## src/rtl/nt_trigger_tx.sv

```systemverilog
// Serial trigger-pattern transmitter: shifts a parallel word out LSB-first and drives
// a GAP-delayed active-low qualifier. Optional even-parity bit via NT_TX_PARITY_EN.
module nt_trigger_tx #(
    parameter int WIDTH = 8,
    parameter int GAP   = 2
) (
    input  logic             blk_clk,
    input  logic             blk_rst,
    input  logic [WIDTH-1:0] in_data,
    input  logic             in_valid,
    output logic             in_ready,
    input  logic             abort,
    output logic             ser_out,
    output logic             qual_n,
    output logic             done,
    output logic [1:0]       dbg_state
);

`ifdef NT_TX_PARITY_EN
    localparam int N = WIDTH + 1;
`else
    localparam int N = WIDTH;
`endif
    localparam int CW = $clog2(WIDTH + 1) + 1;
    localparam int DW = (GAP > 0) ? $clog2(GAP + 1) : 1;
    localparam int PW = (GAP > 0) ? GAP : 1;

    typedef enum logic [1:0] {
        IDLE  = 2'd0,
        SHIFT = 2'd1,
        DRAIN = 2'd2
    } state_t;

    state_t        state;
    logic [N-1:0]  frame;
    logic [N-1:0]  sreg;
    logic [CW-1:0] cnt;
    logic [DW-1:0] dcnt;
    logic [PW-1:0] vpipe;
    logic          accept;
    logic          last_bit;
    logic          bv_next;
    logic          qual_src;

`ifdef NT_TX_PARITY_EN
    assign frame = {^in_data, in_data};
`else
    assign frame = in_data;
`endif

    // Handshake: a word transfers on a rising edge where in_valid and in_ready are both
    // high; in_ready is high only in IDLE, and abort at that edge cancels the transfer.
    assign accept    = in_valid & in_ready & ~abort;
    assign last_bit  = (cnt >= CW'(N));
    assign dbg_state = state;

    // Bit-valid flag for the next cycle: high whenever a frame bit will be on ser_out.
    always_comb begin
        bv_next = 1'b0;
        case (state)
            IDLE:    bv_next = accept;
            SHIFT:   bv_next = ~abort & ~last_bit;
            default: bv_next = 1'b0;
        endcase
    end

    generate
        if (GAP == 0) begin : g_nodelay
            assign qual_src = bv_next;
        end else begin : g_delay
            assign qual_src = vpipe[GAP-1];
        end
    endgenerate

    always_ff @(posedge blk_clk or negedge blk_rst) begin
        if (!blk_rst) begin
            state    <= IDLE;
            in_ready <= 1'b1;
            ser_out  <= 1'b0;
            qual_n   <= 1'b1;
            done     <= 1'b0;
            sreg     <= '0;
            cnt      <= '0;
            dcnt     <= '0;
            vpipe    <= '0;
        end else if (abort) begin
            state    <= IDLE;
            in_ready <= 1'b1;
            ser_out  <= 1'b0;
            qual_n   <= 1'b1;
            done     <= 1'b0;
            sreg     <= '0;
            cnt      <= '0;
            dcnt     <= '0;
            vpipe    <= '0;
        end else begin
            done   <= 1'b0;
            vpipe  <= PW'({vpipe, bv_next});
            qual_n <= ~qual_src;
            case (state)
                IDLE: begin
                    if (accept) begin
                        sreg     <= frame >> 1;
                        ser_out  <= frame[0];
                        cnt      <= CW'(1);
                        in_ready <= 1'b0;
                        state    <= SHIFT;
                    end
                end
                SHIFT: begin
                    if (last_bit) begin
                        ser_out <= 1'b0;
                        cnt     <= '0;
                        if (GAP == 0) begin
                            state    <= IDLE;
                            in_ready <= 1'b1;
                            done     <= 1'b1;
                        end else begin
                            state <= DRAIN;
                            dcnt  <= DW'(1);
                        end
                    end else begin
                        ser_out <= sreg[0];
                        sreg    <= sreg >> 1;
                        if (cnt != {CW{1'b1}}) begin
                            cnt <= cnt + 1'b1;
                        end
                    end
                end
                DRAIN: begin
                    // Hold off done until the last qualified bit has left the pipe.
                    if (dcnt >= DW'(GAP)) begin
                        state    <= IDLE;
                        in_ready <= 1'b1;
                        done     <= 1'b1;
                        dcnt     <= '0;
                    end else begin
                        dcnt <= dcnt + 1'b1;
                    end
                end
                default: begin
                    state    <= IDLE;
                    in_ready <= 1'b1;
                end
            endcase
        end
    end

endmodule

```

## config.mk

```make
export PLATFORM = sky130hd
export DESIGN_NAME = nt_trigger_tx
export DESIGN_NICKNAME = d
export VERILOG_FILES = /design/src/rtl/nt_trigger_tx.sv
export SDC_FILE = /design/constraint.sdc
export NUM_CORES = 1
export LEC_CHECK = 0
export ABC_AREA = 1
export CAP_MARGIN = 20
export CELL_PAD_IN_SITES_DETAIL_PLACEMENT = 1
export CELL_PAD_IN_SITES_GLOBAL_PLACEMENT = 1
export CORE_MARGIN = 1.5
export CORE_UTILIZATION = 41
export DETAILED_ROUTE_END_ITERATION = 10
export PLACE_DENSITY = 0.83
export SLEW_MARGIN = 20
export SYNTH_ARGS = -nofsm -noshare
export SYNTH_HDL_FRONTEND = slang
export SYNTH_SLANG_ARGS = --single-unit
```

## constraint.sdc

```tcl
create_clock -name blk_clk -period 2.65 [get_ports blk_clk]
set_input_delay 0.3975 -clock blk_clk [delete_from_list [all_inputs] [get_ports blk_clk]]
set_output_delay 0.3975 -clock blk_clk [all_outputs]
set_load 0.01 [all_outputs]
```

After elaboration in Yosys (flattened, before gate mapping)

Index checks and enable logic that the tools add are counted.
W data, S select, Z words.

Flip-flop bits (word level): 23
Input bits: 12
Output and inout bits: 6
Word-level logic and storage cells: 69

$add $sub $neg: 2
Magnitude comparators: 2
Eq/ne operators: 9
Multiplexer cells: 32
Bitwise operators: 6
Reduce and logical (&&, ||, !) cells: 9

Operator list:

| operator              | number |
|---|---|
| $mux W8               | 3 |
| $mux W5               | 4 |
| $mux W2               | 8 |
| $pmux W8 S2           | 1 |
| $ne A3 B3 Y1 const B  | 4 |
| $reduce_and A3 Y1     | 4 |
| $mux W1               | 10 |
| $pmux W5 S2           | 1 |
| $pmux W2 S3           | 1 |
| $reduce_bool A3 Y1    | 2 |
| $add A5 B1 Y5 const B | 1 |
| $ge A5 B4 Y1 const B  | 1 |
| $ne A5 B5 Y1 const B  | 1 |
| $ne A4 B4 Y1 const B  | 1 |
| $pmux W1 S2           | 2 |
| $pmux W2 S2           | 1 |
| $reduce_and A2 Y1     | 2 |
| $and A1 B1 Y1         | 3 |
| $not A1 Y1            | 3 |
| $pmux W1 S3           | 1 |
| $add A2 B1 Y2 const B | 1 |
| $eq A2 B1 Y1 const B  | 1 |
| $eq A2 B2 Y1 const B  | 1 |
| $ge A2 B2 Y1 const B  | 1 |
| other kinds (2)       | 2 |

Logic depth before layout (Yosys ltp)

Gate-level depths: netlist (run 1).

Depth in word-level cells: 5
Depth in mapped cells: 9
Mapped depth without buffers: 9

Worst setup path before layout (run 1)

OpenSTA, ideal clock, no wires.

Kind: register to register
Start: reg cnt[0]
End: reg cnt[2]
Library setup time: 0.120 ns
Arrival: 1.268 ns
Data required time: 2.530 ns
Slack: 1.262 ns
Cell stages (with the launch flop): 10
Path buffers: 0
Period minus slack after synthesis: 1.388 ns
Cells stage by stage: dfrtp_1 ha_1 nand2_1 nor2_1 ha_1 nand3_1 nor2_4 nor2_4 nand2_1 nand2_1

Longest elaborated chain between the ends: 5
Elaborated cells on any way between the ends: 9
Classes of those cells: add/sub (1); order compare (1); eq/ne (2); mux (4); reduce/logical (1)

RTL lines:

| what                     | line | RTL |
|---|---|---|
| start: declaration       | 37   | `logic [CW-1:0] cnt;` |
| start signal: assignment | 126  | `cnt <= cnt + 1'b1;` |
| $add A5 B1 Y5            | 126  |  |
| $mux W5                  | 125  | `if (cnt != {CW{1'b1}}) begin` |
| $mux W5                  | 111  | `if (last_bit) begin` |
| $pmux W5 S2              | 100  | `case (state)` |
| $mux W5                  | 86   | `end else if (abort) begin` |

Several ways; a longest one is shown, not always the timed one. The select of a mux whose other input is x is not followed.
A chain may end at the register's enable or synchronous reset.

Final worst setup path (run 1)

Start: reg in_ready
End: out in_ready

RTL lines:

| what                     | line | RTL |
|---|---|---|
| start: declaration       | 11   | `output logic in_ready,` |
| start signal: assignment | 78   | `in_ready <= 1'b1;` |
| start signal: assignment | 88   | `in_ready <= 1'b1;` |
| start signal: assignment | 106  | `in_ready <= 1'b0;` |

No word-level cell between the ends.

==> results of run 1 <==
[placed cells by master, fill, tap and decap left out]
| cell type | instances |
|---|---|
| sky130_fd_sc_hd__nor2_4 | 4 |
| sky130_fd_sc_hd__a31oi_1 | 1 |
| sky130_fd_sc_hd__dfrtp_1 | 20 |
| sky130_fd_sc_hd__inv_1 | 17 |
| sky130_fd_sc_hd__dfstp_2 | 2 |
| sky130_fd_sc_hd__o21ai_0 | 7 |
| sky130_fd_sc_hd__nand2_2 | 1 |
| sky130_fd_sc_hd__nor2_2 | 1 |
| sky130_fd_sc_hd__buf_4 | 1 |
| sky130_fd_sc_hd__nand3_2 | 2 |
| sky130_fd_sc_hd__o22ai_1 | 1 |
| sky130_fd_sc_hd__a21oi_1 | 1 |
| sky130_fd_sc_hd__o21ai_1 | 3 |
| sky130_fd_sc_hd__nor2_1 | 13 |
| sky130_fd_sc_hd__clkbuf_8 | 1 |
| sky130_fd_sc_hd__ha_1 | 3 |
| sky130_fd_sc_hd__inv_4 | 1 |
| sky130_fd_sc_hd__nor3_1 | 2 |
| sky130_fd_sc_hd__nand3_1 | 11 |
| sky130_fd_sc_hd__nand2_1 | 58 |
| sky130_fd_sc_hd__clkbuf_4 | 3 |
| sky130_fd_sc_hd__nand2_4 | 2 |
| sky130_fd_sc_hd__clkdlybuf4s50_1 | 17 |
| sky130_fd_sc_hd__inv_2 | 2 |
[metrics by stage]
step	worst slack (ns)	hold WS (ns)	cell area [um^2]
after detailed placement	0.7723	0.3684	1384
final	0.8369	0.3823	1420
after global placement	0.8403	0.3674	1384
after CTS	0.8273	0.3865	1420
after floorplan	1.262	0.1019	1186
after global routing	0.7874	0.4025	1420
[power breakdown]
part | switching, mW | internal, mW | total, mW
Sequential | 0.0233 | 0.370 | 0.393
Combinational | 0.0915 | 0.0622 | 0.154
Clock | 0.111 | 0.0842 | 0.195
[logic make-up after synthesis]
family	share of synthesized area, %
AOI/OAI and AO/OA	5.696
adders and majority gates	3.165
buffers and inverters	8.123
DFF	46.62
and+or+nand+nor	36.39
[sequential cells by signal (all words and copies together) (netlist names)]
| name | flops |
|---|---|
| dcnt | 2 |
| vpipe | 2 |
| sreg | 7 |
| qual_n | 1 |
| ser_out | 1 |
| done | 1 |
| in_ready | 1 |
| cnt | 5 |
| dbg_state | 2 |
[area by class of cell]
cell class / count / share of cell area [%]
sequential: 22 / 38.94
inverter: 20 / 5.463
tap: 31 / 2.731
timing repair buffer: 18 / 12.51
clock buffer: 4 / 2.555
multi-input combinational: 110 / 37.80
[Yosys cell counts (2+ instances only)]
cell,count
sky130_fd_sc_hd__dfrtp_1,20
sky130_fd_sc_hd__dfstp_2,2
sky130_fd_sc_hd__ha_1,3
sky130_fd_sc_hd__inv_1,17
sky130_fd_sc_hd__inv_2,2
sky130_fd_sc_hd__nand2_1,58
sky130_fd_sc_hd__nand2_4,2
sky130_fd_sc_hd__nand3_1,11
sky130_fd_sc_hd__nand3_2,2
sky130_fd_sc_hd__nor2_1,13
sky130_fd_sc_hd__nor2_4,4
sky130_fd_sc_hd__nor3_1,2
sky130_fd_sc_hd__o21ai_0,7
sky130_fd_sc_hd__o21ai_1,3
[routing by layer]
metal / track usage, % / vias up
li1: - / 517
met1: 24.05 / 517
met2: 34.39 / 21
met3: 2.995 / 7
met4: 7.973 / 0
met5: 0 / -
[final timing paths]
kind	cells after the start	endpoint	slack, ns
max	1	in_ready	0.84
min	1	qual_n	0.38
max reg2reg	9	cnt[3]	1.09
min reg2reg	1	qual_n	0.38
max in group asynchronous	2	in_ready	1.95
min in group asynchronous	2	sreg[2]	0.41
==> qor.log, run 1 <==
qor: logic_synthesis.synth_cell_type_count 22
qor: pwr.power-per-cell-area 522.4 nW/um^2
qor: route.route.met3.wl 94 um
qor: route.postRouteAntennaNets 0
qor: worst_setup_path.setup.worst_path.end_class output pin
qor: worst_setup_path.critPathSlowestCell sky130_fd_sc_hd__dfstp_2
qor: worst_setup_path.worst_path_largest_cell_delay 0.56 ns
qor: worst_setup_path.crit_start in_ready
qor: final_layout.footprint_of_the_flip_flops_and_latches 553.0 um^2
qor: min_path.hp-start vpipe[1]
qor: route.remaining_drc_errors 0
qor: logic_synthesis.synth_top_area_share 42.19%
qor: logic_synthesis.async_set_reset_flop_share_out_of_synthesis 100.0%
qor: final_layout.share_of_cells_above_drive_strength_1 11.49%
qor: pwr.ir_worst_vdd 318.2 uV
qor: worst_setup_path.reg2reg_from cnt[0]
qor: global_routing.number_of_antenna_violations_at_the_first_check_in_global_routing 0
qor: clock_network.clkLatencyLatePin 0.32 ns
qor: global_routing.grt_overflow_total 0
qor: clock_network.tritoncts_clock_tree yes
qor: timing.worst_pin_slew 0.3944 ns
qor: die.rows 19
qor: timing.final_hold_viol_count 0
qor: final_layout.fillers 356
qor: worst_setup_path.worst_setup_path_start_kind flop
qor: global_routing.grt_pass1_wl 4823 um
qor: status.status finished clean
qor: route.num_vias 1,062
qor: worst_setup_path.path_delay_family flip-flops
qor: route.drt-met1-wl 1222 um
qor: timing.finalCriticalPeriod 1.813 ns
qor: clock_network.clkSlewWorstSetupHoldPaths 0.12 ns
qor: logic_synthesis.synth_top_flop_cell sky130_fd_sc_hd__dfrtp_1
qor: placement.hpwlAfterDp 2115 um
qor: final_layout.antennaDiodeCount 0
qor: job.max_cap_viol_count 0
qor: logic_synthesis.synth.largest_area_cell sky130_fd_sc_hd__dfrtp_1
qor: route.total_wirelength 2831 um
qor: clock_network.postCtsSetupRepairBufs 0
qor: route.top_layer_used met4
qor: global_routing.grt_util_all_layers 19.67%
qor: route.drt_pre_antenna_iters 4
qor: die.floorplan.io_pins 18
qor: worst_setup_path.crit_chain clkdlybuf4s50_1
qor: logic_synthesis.synth_seq_cells 22
qor: route.wl_met2 1447 um
qor: logic_synthesis.yosysSeqAreaShare 46.62%
qor: pwr.total_leakage_power 0.7452 nW
qor: clock_network.cts-resized-gates 0
qor: route.drt-initial-drc-count 25
qor: final_layout.layout.nets 190
qor: timing.grt_setup_unrepaired false
qor: route.wire_per_inst 13.81 um
qor: logic_synthesis.synth_warnings 0
qor: global_routing.grt_start_max_net_pins 23
qor: logic_synthesis.postSynthNetCount 169
qor: final_layout.areaGrowthSynthToFinish 19.73%
qor: min_path.hold_path.class flop to flop
qor: timing.period_share 68.42%
qor: die.initial_utilization 43.01%
qor: clock_network.number_of_cts_inserted_buffers 3
qor: global_routing.first_global_vias 1,053
qor: pwr.post_route_total_power 741.8 uW
qor: logic_synthesis.post_synthesis_cell_area 1186 um^2
qor: timing.slew_headroom 73.65%
qor: clock_network.holdBufCountCts 0
qor: clock_network.cts_sinks 22
qor: final_layout.final_cell_count_no_fill 205
qor: timing.setup_skew 0.006274 ns
qor: clock_network.cts.path.max_buffers 2
qor: worst_setup_path.critPathBufInv 1
qor: logic_synthesis.syn_inst_count 154
qor: clock_network.cts_root_buffer_type sky130_fd_sc_hd__clkbuf_4
qor: final_layout.multiInputGateArea 536.8 um^2
qor: timing.timing.fmax 0.5515 GHz
qor: die.floorplan.die_area 3225 um^2
qor: worst_setup_path.required_worst_endpoint 2.25 ns
qor: placement.numPlacedInstances 201
qor: route.avgViaCountPerCell 5.180
qor: timing.tns 0 ns
qor: logic_synthesis.syn_avg_cell_area 7.702 um^2
qor: worst_setup_path.timing.critical_path.arrival 1.42 ns
qor: die.die_w 56.79 um
qor: worst_setup_path.criticalPathCategory flop to output pin
qor: placement.gpl.final_weighted_congestion 0.8313
qor: placement.port_buffers 17
qor: final_layout.final_util 51.50%
qor: timing.drv_slew 0
qor: logic_synthesis.cell_types_with_the_largest_area_share_after_synthesis sky130_fd_sc_hd__dfrtp_1 (42%), sky130_fd_sc_hd__nand2_1 (18%), sky130_fd_sc_hd__inv_1 (5.4%)
qor: clock_network.cts_htree_levels 1
qor: worst_setup_path.largest_fanout_on_the_critical_path 3
qor: timing.final-setup-viol-count 0
qor: die.core_region_area 2758 um^2
qor: die.dieHeight 56.79 um
qor: logic_synthesis.number_of_enable_type_register_cells_in_the_synthesized_netlist 0
No activity file was read; power rests on OpenSTA's default activity.
==> run 2, diff against run 1 <==
--- a/config.mk
+++ b/config.mk
@@ -10,9 +10,9 @@
 export CELL_PAD_IN_SITES_DETAIL_PLACEMENT = 1
 export CELL_PAD_IN_SITES_GLOBAL_PLACEMENT = 1
 export CORE_MARGIN = 1.5
-export CORE_UTILIZATION = 41
+export CORE_UTILIZATION = 38
 export DETAILED_ROUTE_END_ITERATION = 10
-export PLACE_DENSITY = 0.83
+export PLACE_DENSITY = 0.78
 export SLEW_MARGIN = 20
 export SYNTH_ARGS = -nofsm -noshare
 export SYNTH_HDL_FRONTEND = slang
==> constraint.sdc (replaced) <==
create_clock -name blk_clk -period 1.9 [get_ports blk_clk]
set_input_delay 0.285 -clock blk_clk [delete_from_list [all_inputs] [get_ports blk_clk]]
set_output_delay 0.285 -clock blk_clk [all_outputs]
set_load 0.01 [all_outputs]
==> run 2 against run 1 <==
Die area is 7.5% higher. Critical path type unchanged. Critical endpoint is now dbg_state[1]. Power is 38% higher. Clock skew is 0.0026 ns lower. Final area is 0.18% higher. Clock-buffer cell count stayed put. Largest cell class unchanged. Combinational power is 38% higher. Critical path depth stayed put. Largest power group unchanged.
==> qor.log, run 2 (synthesis gave the netlist of run 1 again) <==
qor: pwr.power-per-cell-area 722.1 nW/um^2 [+38%]
qor: die.floorplan.io_pins 18 [unchanged]
qor: route.postRouteAntennaNets 0 [unchanged]
qor: clock_network.cts.path.max_buffers 2 [unchanged]
qor: worst_setup_path.worst_path_largest_cell_delay 0.59 ns [+0.03 ns]
qor: global_routing.first_global_vias 1,051 [-0.19%]
qor: pwr.total_leakage_power 0.7452 nW [unchanged]
qor: route.drt-initial-drc-count 34 [+36%]
qor: global_routing.grt_util_all_layers 17.78% [-1.9 points]
qor: final_layout.antennaDiodeCount 0 [unchanged]
qor: final_layout.areaGrowthSynthToFinish 19.94%
qor: final_layout.layout.nets 190 [unchanged]
qor: route.total_wirelength 2811 um [-0.71%]
qor: worst_setup_path.r2r_slack 0.34 ns [-0.75 ns]
qor: worst_setup_path.rr_endpoint cnt[4]
qor: global_routing.grtUsageMet1 21.76% [-2.3 points]
qor: die.rows 20 [+1]
qor: final_layout.registers.top_by_ff_count sreg
qor: placement.hpwlAfterDp 2124 um [+0.44%]
qor: final_layout.mostFrequentLayoutCell sky130_fd_sc_hd__nand2_1
qor: die.initial_utilization 39.50% [-3.5 points]
qor: final_layout.mostFrequentLayoutCells sky130_fd_sc_hd__nand2_1 (58), sky130_fd_sc_hd__dfrtp_1 (20), sky130_fd_sc_hd__inv_1 (17), sky130_fd_sc_hd__clkdlybuf4s50_1 (17), sky130_fd_sc_hd__nor2_1 (13)
qor: pwr.ir_worst_vdd 247.2 uV [-22%]
qor: global_routing.groute.layer.met3.usage 2.637% [-0.36 points]
qor: clock_network.number_of_cts_inserted_buffers 3 [unchanged]
qor: worst_setup_path.critPathSlowestCell sky130_fd_sc_hd__clkdlybuf4s50_1
qor: worst_setup_path.setup.worst_path.end_class output pin
qor: clock_network.postCtsSetupRepairBufs 0 [unchanged]
qor: worst_setup_path.crit_chain clkdlybuf4s50_1
qor: route.num_vias 1,034 [-2.6%]
qor: worst_setup_path.required_worst_endpoint 1.62 ns [-0.63 ns]
qor: clock_network.holdBufCountCts 0 [unchanged]
qor: clock_network.clkLatencyLatePin 0.31 ns [about the same]
qor: pwr.post_route_total_power 1.027 mW [+38%]
qor: global_routing.number_of_antenna_violations_at_the_first_check_in_global_routing 0 [unchanged]
qor: clock_network.cts_sinks 22 [unchanged]
qor: placement.pre_cts_ws 0.1304 ns [-0.6419 ns]
qor: worst_setup_path.reg2reg_from cnt[0]
qor: job.max_cap_viol_count 0 [unchanged]
qor: global_routing.grt_overflow_total 0 [unchanged]
qor: route.avgViaCountPerCell 4.995 [-3.6%]
qor: worst_setup_path.largest_fanout_on_the_critical_path 4 [+1]
qor: final_layout.share_of_cells_above_drive_strength_1 11.49% [unchanged]
qor: placement.placedInstanceArea 1386 um^2 [+0.18%]
qor: worst_setup_path.criticalPathCategory flop to output pin
qor: status.status finished clean
qor: timing.finalCriticalPeriod 1.715 ns
qor: timing.final-setup-viol-count 0 [unchanged]
qor: timing.worst_pin_slew 0.3585 ns [-0.03582 ns]
qor: timing.timing.fmax 0.5830 GHz
qor: clock_network.clkSlewWorstSetupHoldPaths 0.12 ns [about the same]
qor: global_routing.busiest_layer met2
qor: clock_network.tritoncts_clock_tree yes
qor: final_layout.largest_register_ffs 7 [unchanged]
qor: timing.slew_headroom 76.04% [+2.4 points]
qor: timing.final.setup.worst_slack 0.1847 ns [-0.6522 ns]
qor: placement.gpl.final_weighted_congestion 0.7895 [-5.0%]
qor: timing.grt_setup_unrepaired false
qor: clock_network.cts-resized-gates 0 [unchanged]
qor: route.drt_pre_antenna_iters 4 [unchanged]
qor: placement.numPlacedInstances 203 [+1.0%]
qor: clock_network.cts_htree_levels 1 [unchanged]
qor: die.dieHeight 58.87 um [+3.7%]
qor: worst_setup_path.worst_setup_path_start_kind flop
qor: worst_setup_path.critPathBufInv 1 [unchanged]
qor: worst_setup_path.path_delay_family buffers and inverters
qor: die.die_w 58.87 um [+3.7%]
qor: global_routing.use_met2 31.75% [-2.6 points]
qor: worst_setup_path.ff2ff_path_depth 9 [unchanged]
qor: final_layout.largestRegisters sreg (7), cnt (5)
qor: die.floorplan.die_area 3466 um^2 [+7.5%]
qor: die.core_region_area 3003 um^2 [+8.9%]
qor: route.remaining_drc_errors 0 [unchanged]
qor: timing.setup_skew 0.003665 ns [-0.002609 ns]
qor: timing.drv_slew 0 [unchanged]
qor: global_routing.grt_start_max_net_pins 23 [unchanged]
qor: timing.final_hold_viol_count 0 [unchanged]
qor: global_routing.grt_pass1_wl 4636 um [-3.9%]
qor: min_path.hold_path.class input port to async pin
qor: route.wire_per_inst 13.58 um [-1.7%]
qor: placement.port_buffers 17 [unchanged]
qor: timing.tns 0 ns [unchanged]
qor: clock_network.cts_root_buffer_type sky130_fd_sc_hd__clkbuf_4
qor: final_layout.design_area 1423 um^2 [+0.18%]
qor: timing.period_share 90.28%
qor: final_layout.final_cell_count_no_fill 207 [+0.98%]
qor: worst_setup_path.timing.critical_path.arrival 1.43 ns [about the same]
## run 2: cell counts in the layout (fill, tap and decap cells not counted)
No cell type changed its count.
## run 2: area by class of cell
type                    count  area (um^2)
clock buffers               4        36.28
fillers                   386         1580
inverters                  20        77.57
multi-input cells         110        536.8
flip-flops and latches     22        553.0
well taps                  33        41.29
repair buffers             18        177.7
## run 2: through the flow
stage,util [%],hold WS (ns)
3_5_place_dp,46.17,0.3707
4_1_cts,47.38,0.3527
5_1_grt,47.38,0.3511
6_report,47.38,0.3380
3_3_place_gp,46.17,0.3638
2_1_floorplan,-,-0.01059
## run 2: report_power, final
| group | switching [mW] | internal [mW] | leakage [nW] | total, mW |
|---|---|---|---|---|
| Sequential | 0.0321 | 0.516 | 0.286 | 0.548 |
| Clock | 0.150 | 0.117 | 0.0210 | 0.267 |
| Combinational | 0.126 | 0.0866 | 0.438 | 0.212 |
## run 2: how the worst max path moves through the flow
stage / from / endpoint / slack (ns) / cells past startpoint
detailed placement: abort / cnt[4] / 0.13 / 7
floorplan: cnt[0] / cnt[2] / 0.51 / 9
finish: dbg_state[1] / dbg_state[1] / 0.18 / 1
global route: cnt[0] / cnt[4] / 0.14 / 9
CTS: dbg_state[1] / dbg_state[1] / 0.17 / 1
global placement: abort / cnt[4] / 0.20 / 7
## run 2: routing by layer
layer / vias to the layer above / wire length [um]
li1: 514 / -
met1: 502 / 1310
met2: 13 / 1404
met3: 5 / 61
met4: 0 / 34
met5: - / 0
